$ cat src/rtl/mem_ctrl.sv
// rtl/mem_ctrl.sv - MEM-stage load/store responder driving a byte-serial 8-bit synchronous RAM
// Optional feature macro: MEM_CTRL_ALIGN_CHK_EN (misaligned requests complete immediately, no RAM access)
module mem_ctrl #(
    parameter int ADDR_W = 17
) (
    input  logic              clk,
    input  logic              rst_n,
    input  logic [2:0]        read_i,
    input  logic [31:0]       read_addr_i,
    input  logic [1:0]        write_i,
    input  logic [31:0]       write_addr_i,
    input  logic [31:0]       write_data_i,
    output logic              read_busy_o,
    output logic              write_busy_o,
    output logic              finish_o,
    output logic [31:0]       read_data_o,
    output logic              misalign_o,
    input  logic [7:0]        mem_din_i,
    output logic [7:0]        mem_dout_o,
    output logic [ADDR_W-1:0] mem_a_o,
    output logic              mem_wr_o
);

    typedef enum logic [2:0] {IDLE, RD, RD_LAST, WR, DONE} state_t;

    state_t             state_q, state_d;
    logic [ADDR_W-1:0]  addr_q, addr_d;
    logic [31:0]        wdata_q, wdata_d;
    logic [31:0]        rbuf_q, rbuf_d;
    logic [31:0]        rdata_q, rdata_d;
    logic [1:0]         last_q, last_d;   // byte count minus one
    logic [1:0]         cnt_q, cnt_d;
    logic               sign_q, sign_d;
    logic [1:0]         lane;
    logic               rd_valid;
    logic               unused_addr_hi;

    assign unused_addr_hi = ^{read_addr_i[31:ADDR_W], write_addr_i[31:ADDR_W]};
    assign rd_valid = (read_i != 3'd0) && (read_i <= 3'd5);

    function automatic logic [31:0] extend(input logic [31:0] raw, input logic [1:0] last,
                                           input logic sgn);
        case (last)
            2'd0:    extend = sgn ? {{24{raw[7]}}, raw[7:0]}   : {24'b0, raw[7:0]};
            2'd1:    extend = sgn ? {{16{raw[15]}}, raw[15:0]} : {16'b0, raw[15:0]};
            default: extend = raw;
        endcase
    endfunction

`ifdef MEM_CTRL_ALIGN_CHK_EN
    logic mis_q, mis_d;
`endif

    always_comb begin
        state_d = state_q;
        addr_d  = addr_q;
        wdata_d = wdata_q;
        rbuf_d  = rbuf_q;
        rdata_d = rdata_q;
        last_d  = last_q;
        cnt_d   = cnt_q;
        sign_d  = sign_q;
        lane    = cnt_q - 2'd1;
`ifdef MEM_CTRL_ALIGN_CHK_EN
        mis_d   = mis_q;
`endif
        case (state_q)
            IDLE: begin
                cnt_d = 2'd0;
                if (write_i != 2'd0) begin
                    state_d = WR;
                    addr_d  = write_addr_i[ADDR_W-1:0];
                    wdata_d = write_data_i;
                    last_d  = (write_i == 2'd1) ? 2'd0 : (write_i == 2'd2) ? 2'd1 : 2'd3;
                    sign_d  = 1'b0;
                end else if (rd_valid) begin
                    state_d = RD;
                    addr_d  = read_addr_i[ADDR_W-1:0];
                    rbuf_d  = 32'd0;
                    last_d  = (read_i == 3'd1 || read_i == 3'd4) ? 2'd0 :
                              (read_i == 3'd3) ? 2'd3 : 2'd1;
                    sign_d  = (read_i == 3'd1) || (read_i == 3'd2);
                end
`ifdef MEM_CTRL_ALIGN_CHK_EN
                mis_d = 1'b0;
                if (state_d != IDLE) begin
                    mis_d = ((last_d == 2'd1) && addr_d[0]) ||
                            ((last_d == 2'd3) && (addr_d[1:0] != 2'd0));
                    if (mis_d) begin
                        if (state_d == RD) begin
                            rdata_d = 32'd0;
                        end
                        state_d = DONE;
                    end
                end
`endif
            end
            RD: begin
                // RAM data lags the address by one cycle, so this edge holds the previous lane
                if (cnt_q != 2'd0) begin
                    rbuf_d[{lane, 3'b000} +: 8] = mem_din_i;
                end
                if (cnt_q == last_q) begin
                    state_d = RD_LAST;
                end else begin
                    cnt_d = cnt_q + 2'd1;
                end
            end
            RD_LAST: begin
                rbuf_d[{last_q, 3'b000} +: 8] = mem_din_i;
                rdata_d = extend(rbuf_d, last_q, sign_q);
                state_d = DONE;
            end
            WR: begin
                if (cnt_q == last_q) begin
                    state_d = DONE;
                end else begin
                    cnt_d = cnt_q + 2'd1;
                end
            end
            DONE: begin
                state_d = IDLE;
            end
            default: begin
                state_d = IDLE;
            end
        endcase
    end

    always_ff @(posedge clk or negedge rst_n) begin
        if (!rst_n) begin
            state_q <= IDLE;
            addr_q  <= '0;
            wdata_q <= 32'd0;
            rbuf_q  <= 32'd0;
            rdata_q <= 32'd0;
            last_q  <= 2'd0;
            cnt_q   <= 2'd0;
            sign_q  <= 1'b0;
`ifdef MEM_CTRL_ALIGN_CHK_EN
            mis_q   <= 1'b0;
`endif
        end else begin
            state_q <= state_d;
            addr_q  <= addr_d;
            wdata_q <= wdata_d;
            rbuf_q  <= rbuf_d;
            rdata_q <= rdata_d;
            last_q  <= last_d;
            cnt_q   <= cnt_d;
            sign_q  <= sign_d;
`ifdef MEM_CTRL_ALIGN_CHK_EN
            mis_q   <= mis_d;
`endif
        end
    end

    // All outputs decode from registered state so reset clears them immediately
    assign read_busy_o  = (state_q == RD) || (state_q == RD_LAST) || (state_q == WR);
    assign write_busy_o = read_busy_o;
    assign finish_o     = (state_q == DONE);
    assign read_data_o  = rdata_q;
    assign mem_wr_o     = (state_q == WR);
    assign mem_a_o      = ((state_q == RD) || (state_q == WR)) ? addr_q + ADDR_W'(cnt_q) : '0;
    assign mem_dout_o   = (state_q == WR) ? wdata_q[{cnt_q, 3'b000} +: 8] : 8'd0;
`ifdef MEM_CTRL_ALIGN_CHK_EN
    assign misalign_o   = (state_q == DONE) && mis_q;
`else
    assign misalign_o   = 1'b0;
`endif

endmodule
$ cat config.mk
export PLATFORM = sky130hd
export DESIGN_NAME = mem_ctrl
export DESIGN_NICKNAME = d
export VERILOG_FILES = /design/src/rtl/mem_ctrl.sv
export SDC_FILE = /design/constraint.sdc
export NUM_CORES = 1
export LEC_CHECK = 0
export ABC_AREA = 1
export CORE_MARGIN = 5
export CORE_UTILIZATION = 54
export CTS_CLUSTER_DIAMETER = 50
export DETAILED_ROUTE_END_ITERATION = 6
export GPL_ROUTABILITY_DRIVEN = 1
export PLACE_DENSITY_LB_ADDON = 0.15
export SYNTH_ARGS = -nofsm -noshare
export SYNTH_HDL_FRONTEND = slang
export SYNTH_SLANG_ARGS = --single-unit
$ cat constraint.sdc
create_clock -name clk -period 4.2 [get_ports clk]
set_input_delay 0.84 -clock clk [delete_from_list [all_inputs] [get_ports clk]]
set_output_delay 0.84 -clock clk [all_outputs]
set_load 0.02 [all_outputs]
==> impl_results.md, run 1 <==
- Fillers: about 1100
- PortBufs: 141
- Compound-Gate Fraction of Synth Area: approximately 8.4%
- Ys flop type: dfrtp_1
- # rows: between 40 and 50
- Post-DP HPWL: between 10000 and 15000 um
- Data required, critical path: 3.36 ns
- Largest net degree at the start of global routing: 73
- Share of the synthesized area in the top cell type: 42.38%
- Post-DP Area: ~8600 um^2
- Setup violators final: 0
- Total negative slack: 0 ns
- CP endpoint kind: output port
- Global route total overflow: 0
- Num CTS Buffers: 17
- Antenna-violating nets left: 0
- Multi-input gate area: 3662 um^2
- Ports: around 170
- Area share of xor/xnor cells in the synthesized design: 0.3678%
- Final Max Slew Viols: 0
- Warnings from Yosys: 0
- Die ar.: 15630 um^2
- GRT Overall Usage: between 20% and 30%
- Via-to-Cell Ratio: around 5.4
- Postcts setup bufs: 0
- CTS clk-pin slew, worst paths: about 0.050 ns
- Storage cell area: between 3000 and 4000 um^2
- Slew headroom: 47.50%
- DR vias: approximately 7100
- Die height: between 100 and 150 um
- DRT Pass-1 Iters: 6
- Worst Setup Path Type: flip-flop to output port
- HP Class: input port to async pin
- Worst Path Arrival: 2.80 ns
- Register area share after synthesis: a little over two fifths
- Final design instance area without fill: roughly 9000 um^2
- Starting Density: a little over half
- Hold Fails Final Rpt: 0
- CTS resizes: 0
- Most frequent cell after synthesis: nand2_1
- Least-Margin Pin Slew: 0.7866 ns
- Final Util: 70.57%
- Vias in the first global route: 6755
- Worst VDD drop: approximately 0.5 mV
- First-pass GRT wire length: approximately 32000 um
- Layout cells sized above 1: 5.030%
- Post-route DRC: 0
- Mapped Nets: about 1100
- Fmax: approximately 270 MHz
- Distinct cells, synth: 33
- Cell Area, Synth: around 7000 um^2
- Gpl congestion: slightly above 0.9
- Avg Cell Area, Syn: roughly 7.0 um^2
- Clock Tree Buf Depth: 2
- H-tree lvl count: 4
- WL/cell: around 15 um
- Net count, final: around 1300
- Worst hold slack: 0.4460 ns
- Status: complete, no violations
- Synth top area cells: dfrtp_1, nand2_1, nand3_1
- Post-synth EDFFs: 0
- Post-Synthesis Cells: between 1000 and 1500
- Max-Cap Viols: 0
- Synth cell count leaders: nand2_1, dfrtp_1, nand3_1
- N_diodes: 0
- Initial antenna violation count: 0
- Cell taking the most area after synthesis: dfrtp_1
- Core area: 13090 um^2
- Unrepaired setup endpoints after global routing: no
- Leakage power: between 4 and 5 nW
- Adder-Cell Fraction of Synth Area: 2.907%
- Detailed router's first-iteration violation count: about 650
- Root buffer cell: clkbuf_16
- Share of synthesized registers carrying an async set or reset: 100.0%
- Critical path peak fanout: 6
- Type of origin of the critical path: flip-flop
- Final Cycle Share: between 80 and 90%
- Simple-gate area share of the yosys netlist: 37.18%
- Yosys reg bits: around 120
- Place WS: ~0.9 ns
- Largest family of logic cells by synthesized area: simple AND/OR/NAND/NOR gates
- Clock latency on the worst-skew pair: 0.42 ns
- Die width: 125.0 um
- Mux share of post-synthesis cell area: ~2.4%
- Post-Route WL: 19530 um
- Minimum clock period: roughly 3.6 ns
- CTS tree: built
- CTS hold repair buffers: 0
- Area grow syn2layout: 29.25%
- Sink Count: approximately 120
- Worst clock skew: approximately 0.005 ns
- Power per cell area: roughly 720 nW/um^2
- Min setup slack post-route: between 0.5 and 0.6 ns
where the power goes:
group / internal (mW) / leakage, nW / switching [mW]
combinational: 1.10 / 2.67 / 2.14
clock: 0.987 / 0.299 / 0.509
sequential: 1.60 / 1.59 / 0.335
total: 3.69 / 4.55 / 2.99
worst max-delay path, cell delays in order (launching register included):
cell and delay (ns):
dfrtp_1 0.38, ha_1 0.25, fa_1 0.43, nand3_1 0.11, nor2_1 0.11, nand2_1 0.12, clkinv_1 0.13, nand3_1 0.09
nand2_1 0.05, nor2_1 0.11, clkdlybuf4s50_1 0.61
final timing paths:
check,from,to,slack (ns),cells after the start
setup / recovery,addr_q[0],mem_a_o[14],0.56,10
hold / removal,rst_n,read_data_o[27],0.45,1
setup reg to reg,last_q[0],read_data_o[30],1.28,8
hold reg to reg,wdata_q[0],wdata_q[0],0.47,2
max in group asynchronous,rst_n,wdata_q[0],2.92,2
min in group clk,wdata_q[0],wdata_q[0],0.47,2
through the flow:
stage / power (mW) / std cells
final: 6.679 / 1329
after global routing: 7.175 / 1329
after CTS: 6.684 / 1329
after detailed placement: 5.149 / 1298
after global placement: 5.082 / 1298
after floorplan: 4.074 / 1019
per-layer routing:
metal | up-vias | wire (um) | global-route usage [%]
met3 | 63 | 1422 | 6.738
met5 | - | 0 | 0
li1 | 3528 | - | -
met4 | 0 | 691 | 11.10
met1 | 3263 | 8253 | 32.01
met2 | 279 | 9161 | 40.30
state kept, by name, summed over array words and instances (netlist names):
register and flops:
addr_q 17, cnt_q 2, read_data_o 32, last_q 2, sign_q 1, wdata_q 32
rbuf_q 32, state_q 3
cell usage in the layout, fill, tap and decap left out, types with 6 or more instances in the layout:
master and instances:
nand2_1 411, clkdlybuf4s50_1 140, dfrtp_1 121, nand3_1 103
nor2_1 91, o21ai_0 59, inv_1 50, nand4_1 22
a21oi_1 21, o21ai_1 19, mux2i_1 17, clkbuf_16 17
ha_1 15, o21bai_1 10, buf_4 10, inv_2 6
kinds of logic after synthesis:
logic type	after synthesis
AO/OA/AOI/OAI	113
XOR/XNOR	3
adder cells (fa/ha/maj)	16
buffers and inverters	107
flip-flops	121
multiplexers	17
other	1
AND/OR/NAND/NOR	641
final cells by class:
| cell class | instances | share of cell area [%] |
|---|---|---|
| clock buffer | 23 | 5.285 |
| clock inverter | 8 | 1.274 |
| inverter | 59 | 2.398 |
| multi-input combinational | 791 | 39.66 |
| sequential | 121 | 32.79 |
| tap | 176 | 2.385 |
| timing repair buffer | 151 | 16.21 |
Note: power is estimated with default switching activity, not from simulation.
==> run 2, diff against run 1 <==
Settings changed: HOLD_SLACK_MARGIN set to 0.15.
==> results of run 2 <==
No change in the layout: final DEF, timing and power equal those of run 1.
